File: src/rtl/hilo_if.sv
// HI/LO unit bus: EX-stage request and result inputs, forwarding and architectural outputs.
interface hilo_if;
  logic        ex_valid_i;
  logic [2:0]  ex_hilo_op_i;
  logic [31:0] ex_rs_data_i;
  logic [63:0] div_result_i;
  logic        div_stall_i;
  logic [63:0] mul_result_i;
  logic        stall_i;
  logic        flush_i;
  logic [31:0] mf_data_o;
  logic [31:0] hi_o;
  logic [31:0] lo_o;
  logic        mem_pending_o;

  modport master (
    output ex_valid_i, ex_hilo_op_i, ex_rs_data_i, div_result_i, div_stall_i,
           mul_result_i, stall_i, flush_i,
    input  mf_data_o, hi_o, lo_o, mem_pending_o
  );

  modport slave (
    input  ex_valid_i, ex_hilo_op_i, ex_rs_data_i, div_result_i, div_stall_i,
           mul_result_i, stall_i, flush_i,
    output mf_data_o, hi_o, lo_o, mem_pending_o
  );
endinterface

File: src/rtl/hilo_unit.sv
// HI/LO register file with a one-entry MEM write stage: EX captures, MEM commits (2-edge latency).
// stall_i freezes everything; flush_i kills the MEM entry and the EX op; MFHI/MFLO forward from MEM.
module hilo_unit (
  input  logic   clk,
  input  logic   rst,
  hilo_if.slave  bus
);

  localparam logic [2:0] OP_MTHI = 3'd1;
  localparam logic [2:0] OP_MTLO = 3'd2;
  localparam logic [2:0] OP_DIVW = 3'd3;
  localparam logic [2:0] OP_MULW = 3'd4;
  localparam logic [2:0] OP_MFHI = 3'd5;
  localparam logic [2:0] OP_MFLO = 3'd6;

  typedef struct packed {
    logic        vld;
    logic        we_hi;
    logic        we_lo;
    logic [31:0] hi_dat;
    logic [31:0] lo_dat;
  } mem_t;

  mem_t        mem_q, mem_d, ex_entry;
  logic [31:0] hi_q, hi_d, lo_q, lo_d;
  logic        advance, capture;

  assign advance = !bus.stall_i && !bus.flush_i;

  always_comb begin
    ex_entry = '0;
    unique case (bus.ex_hilo_op_i)
      OP_MTHI: begin
        ex_entry.we_hi  = 1'b1;
        ex_entry.hi_dat = bus.ex_rs_data_i;
      end
      OP_MTLO: begin
        ex_entry.we_lo  = 1'b1;
        ex_entry.lo_dat = bus.ex_rs_data_i;
      end
      OP_DIVW: begin
        ex_entry.we_hi  = 1'b1;
        ex_entry.we_lo  = 1'b1;
        ex_entry.hi_dat = bus.div_result_i[63:32];
        ex_entry.lo_dat = bus.div_result_i[31:0];
      end
      OP_MULW: begin
        ex_entry.we_hi  = 1'b1;
        ex_entry.we_lo  = 1'b1;
        ex_entry.hi_dat = bus.mul_result_i[63:32];
        ex_entry.lo_dat = bus.mul_result_i[31:0];
      end
      default: ex_entry = '0;
    endcase
    ex_entry.vld = ex_entry.we_hi || ex_entry.we_lo;
  end

  // A busy divider keeps the EX op out of MEM until its result is final.
  assign capture = advance && bus.ex_valid_i && !bus.div_stall_i && ex_entry.vld;

  always_comb begin
    hi_d  = hi_q;
    lo_d  = lo_q;
    mem_d = mem_q;
    if (bus.flush_i) begin
      mem_d.vld = 1'b0;
    end else if (!bus.stall_i) begin
      if (mem_q.vld && mem_q.we_hi) hi_d = mem_q.hi_dat;
      if (mem_q.vld && mem_q.we_lo) lo_d = mem_q.lo_dat;
      mem_d = capture ? ex_entry : '0;
    end
  end

  always_ff @(posedge clk) begin
    if (rst) begin
      hi_q  <= '0;
      lo_q  <= '0;
      mem_q <= '0;
    end else begin
      hi_q  <= hi_d;
      lo_q  <= lo_d;
      mem_q <= mem_d;
    end
  end

  always_comb begin
    bus.mf_data_o = '0;
    if (bus.ex_hilo_op_i == OP_MFHI)
      bus.mf_data_o = (mem_q.vld && mem_q.we_hi) ? mem_q.hi_dat : hi_q;
    else if (bus.ex_hilo_op_i == OP_MFLO)
      bus.mf_data_o = (mem_q.vld && mem_q.we_lo) ? mem_q.lo_dat : lo_q;
  end

  assign bus.hi_o          = hi_q;
  assign bus.lo_o          = lo_q;
  assign bus.mem_pending_o = mem_q.vld;

endmodule
File: src/flat_wrapper.sv
// flat-port wrapper written by rule: the top's interface ports become plain ports
module hilo_unit_flat 
  (clk, rst, bus_ex_valid_i, bus_ex_hilo_op_i, bus_ex_rs_data_i, bus_div_result_i, bus_div_stall_i, bus_mul_result_i, bus_stall_i, bus_flush_i, bus_mf_data_o, bus_hi_o, bus_lo_o, bus_mem_pending_o);
  hilo_if bus_i ();
  input  logic clk;
  input  logic rst;
  input wire logic [$bits(bus_i.ex_valid_i)-1:0] bus_ex_valid_i;
  input wire logic [$bits(bus_i.ex_hilo_op_i)-1:0] bus_ex_hilo_op_i;
  input wire logic [$bits(bus_i.ex_rs_data_i)-1:0] bus_ex_rs_data_i;
  input wire logic [$bits(bus_i.div_result_i)-1:0] bus_div_result_i;
  input wire logic [$bits(bus_i.div_stall_i)-1:0] bus_div_stall_i;
  input wire logic [$bits(bus_i.mul_result_i)-1:0] bus_mul_result_i;
  input wire logic [$bits(bus_i.stall_i)-1:0] bus_stall_i;
  input wire logic [$bits(bus_i.flush_i)-1:0] bus_flush_i;
  output wire logic [$bits(bus_i.mf_data_o)-1:0] bus_mf_data_o;
  output wire logic [$bits(bus_i.hi_o)-1:0] bus_hi_o;
  output wire logic [$bits(bus_i.lo_o)-1:0] bus_lo_o;
  output wire logic [$bits(bus_i.mem_pending_o)-1:0] bus_mem_pending_o;
  assign bus_i.ex_valid_i = bus_ex_valid_i;
  assign bus_i.ex_hilo_op_i = bus_ex_hilo_op_i;
  assign bus_i.ex_rs_data_i = bus_ex_rs_data_i;
  assign bus_i.div_result_i = bus_div_result_i;
  assign bus_i.div_stall_i = bus_div_stall_i;
  assign bus_i.mul_result_i = bus_mul_result_i;
  assign bus_i.stall_i = bus_stall_i;
  assign bus_i.flush_i = bus_flush_i;
  assign bus_mf_data_o = bus_i.mf_data_o;
  assign bus_hi_o = bus_i.hi_o;
  assign bus_lo_o = bus_i.lo_o;
  assign bus_mem_pending_o = bus_i.mem_pending_o;
  hilo_unit u_core (.clk(clk), .rst(rst), .bus(bus_i));
endmodule
File: config.mk
export PLATFORM = sky130hd
export DESIGN_NAME = hilo_unit_flat
export DESIGN_NICKNAME = d
export VERILOG_FILES = /design/src/rtl/hilo_if.sv /design/src/rtl/hilo_unit.sv /design/src/flat_wrapper.sv
export SDC_FILE = /design/constraint.sdc
export NUM_CORES = 1
export LEC_CHECK = 0
export BUFFER_PORTS_ARGS = -buffer_cell sky130_fd_sc_hd__buf_2
export CAP_MARGIN = 20
export CORE_AREA = 5 5 95 164
export DETAILED_ROUTE_END_ITERATION = 12
export DIE_AREA = 0 0 100 169
export GPL_TIMING_DRIVEN = 0
export PLACE_DENSITY_LB_ADDON = 0.1
export SYNTH_ARGS = -nofsm -noshare
export SYNTH_HDL_FRONTEND = slang
export SYNTH_SLANG_ARGS = --single-unit
File: constraint.sdc
create_clock -name clk -period 1.7 [get_ports clk]
set_input_delay 0.255 -clock clk [delete_from_list [all_inputs] [get_ports clk]]
set_output_delay 0.255 -clock clk [all_outputs]
set_load 0.005 [all_outputs]
==> reports/qor.txt <==
Area leader, netlist -> dfxtp_1
First-pass GRT wire length -> 36.8 mm
Async SR Flop Fraction -> 0%
Dpl cells -> 1153
Setup Skew -> 0.00752 ns
Area fraction of the dominant cell type after synthesis -> 38.9%
Fin cells -> 1190
Most Used Layer, Global Route -> met2
Worst-Margin Slew -> 0.948 ns
Vias in the first global route -> 6925
Gr usage total -> 28.6%
Clk sinks -> 131
Hold WC Path Type -> primary input to flop
Pins Over Slew Limit -> 0
Initial Util -> 47.6%
Combinational power share -> 9.3%
Sequential area share after synthesis -> 38.9%
Worst Setup End Kind -> primary output
Worst EP arrival -> 1.65 ns
# nets final -> 1165
R2r worst-path depth -> 6
Pint -> 5.66 mW
Design area -> 9320 µm²
Antenna violation net count after detailed routing -> 0
Clock Tree Root -> clkbuf_16
Via/cell ratio -> 5.70
Vias -> 6779
Pleak -> 4.28 nW
Sw power -> 1.81 mW
Max frequency -> 526 MHz
Routed length per instance -> 20.9 µm
Setup slack after layout -> -0.203 ns
Post-synth top flop -> dfxtp_1
Clock network power share -> 49.4%
Distinct cells, synth -> 28
Setup TNS -> -4.98 ns
Final wirelength -> 24.9 mm
Number of remaining DRC errors -> 0
Worst skew pair latency -> 0.43 ns
CP startpoint kind -> flop
Grt met1 use -> 28.8%
Failing checks -> negative setup slack
Die Width -> 100 µm
Req. time, crit path -> 1.44 ns
Setup CP Type -> flop to primary output
CTS tree -> done
Antenna violations before repair -> 1
Synth top area cells -> dfxtp_1 39%, mux2i_1 19%, a22o_2 8.5%
Final hold vios -> 0
Top Ports -> 266
Commonest cells post-synth -> 131 x dfxtp_1, 130 x nand2_1, 128 x mux2i_1, 67 x a21oi_1, 64 x o2bb2ai_1
Post-synth EDFFs -> 0
Largest net degree at the start of global routing -> 17
Worst-path clk slew -> 0.06 ns
Grt total ovfl -> 0
Placed instance area -> 8280 µm²
Max FO, Critical Path -> 5
Inserted Clock Buffers -> 17
I/O Buffers -> 264
DIE HEIGHT -> 169 µm
Syn Area/Cell -> 9.50 µm²
Initial drt markers -> 191
Worst slew margin -> 36.8%
Synthesized area -> 6740 µm²
Max VDD drop -> 0.627 mV
H-tree depth -> 4
Max-cap viol count -> 0
Pwr dens -> 801 nW/µm²
Grt met3 use -> 7.92%
Status -> finished with violations
Ratio of cells with drive above 1 in the final layout -> 44.3%
Router iterations before antenna repair -> 5
Gate Count Post-Synth -> 709
Layout area overhead -> 38.3%
Row cnt -> 58
Placement Setup Slack -> -0.361 ns
Unrepaired setup endpoints after global routing -> true
Total power -> 7.46 mW
Hold Crit Depth -> 2
Net Count, Synth -> 878
Final period util -> 112%
Minimum clock period -> 1.90 ns
FF+latch count, synth -> 131
Sequential Power Share -> 41.3%
Core Area -> 14200 µm²
Worst-case clock buffer depth -> 2
Top-count cell post-synth -> dfxtp_1
Die area -> 16900 µm²
Hpwl dp -> 18.8 mm
GP Congestion -> 0.841
GR Util met2 -> 51.8%
Filler cell count -> 1281
Hold_buf cts -> 0
Sw Ratio -> 24.2%
Syn. warnings -> 0
Final Setup Violations -> 32
flip-flops by register name (all words and copies together), names as in the netlist:
name                      count
u_core.bus.hi_o              32
u_core.bus.lo_o              32
u_core.bus.mem_pending_o      1
u_core.mem_q                 66
power by group through the flow:
stage               clock, mW  sequential (mW)  combinational [mW]
floorplan                   0             3.15               0.344
finish                   3.69             3.08               0.694
CTS                      3.69             3.08               0.693
global route             3.84             3.08               0.748
detailed placement          0             3.15               0.689
global placement            0             3.15               0.687
cells in the final DEF, fill, tap and decap left out, types with 11 or more instances in the layout:
cell       Yosys  layout
a21oi_1       67      67
a22o_2        57      57
buf_2         12     273
buf_6         12      12
clkbuf_1      36      17
clkbuf_16      0      18
clkbuf_2       0      11
dfxtp_1      131     128
mux2i_1      128     105
mux2i_2        0      14
nand2_1      130     128
o22ai_1       32      28
o2bb2ai_1     64      64
stage by stage:
stage | hold WS, ns | util (%)
2_1_floorplan | 0.324 | -
3_3_place_gp | 0.452 | 58.5
3_5_place_dp | 0.458 | 58.5
4_1_cts | 0.0876 | 64.9
5_1_grt | 0.111 | 65.9
6_report | 0.0951 | 65.9
area by class of cell:
class / instances / area [µm²] / area share, %
antenna: 1 / 2.50 / 0.0268
buffer: 68 / 526 / 5.64
clock buffer: 20 / 467 / 5.01
clock inverter: 12 / 130 / 1.40
multi-input combinational: 507 / 3930 / 42.2
sequential: 131 / 2630 / 28.2
tap: 180 / 225 / 2.42
timing repair buffer: 271 / 1410 / 15.1
critical path, stage by stage, from the launching register on:
cell and delay, ns:
dfxtp_4 0.39, nand2_8 0.12, buf_12 0.16, mux2i_4 0.30, o22ai_2 0.10, buf_2 0.14
worst paths after layout:
check                                               from                       end  slack, ns
worst max-delay path            u_core.bus.mem_pending_o         bus_mf_data_o[25]      -0.20
worst min-delay path                         bus_flush_i  u_core.bus.mem_pending_o        0.1
worst max register to register  u_core.bus.mem_pending_o       u_core.bus.hi_o[30]       0.07
worst min register to register        u_core.bus.lo_o[2]        u_core.bus.lo_o[2]       0.47
layer usage:
metal / part of all wire (%) / up-vias
met5: 0 / -
met4: 5.8 / 0
li1: - / 3207
met1: 35 / 3183
met3: 7.4 / 76
met2: 52 / 313
cells by family (layout without fill, tap and decap cells):
group,count (synthesis),after routing,synth area share (%)
multiplexers,128,128,19.0
buffers and inverters,71,371,6.13
other,0,1,0
flip-flops,131,131,38.9
AO/OA/AOI/OAI,235,235,26.9
AND/OR/NAND/NOR,144,144,9.04
repair_timing:
action / in CTS / in global routing
hold endpoints to repair: 0 / 0
gates cloned: 1 / 1
resized for setup: 68 / 37
buffers inserted: 3 / 2
pin swaps: 2 / 5
setup endpoints to repair: 92 / 83
(Power assumes the default switching activity.)
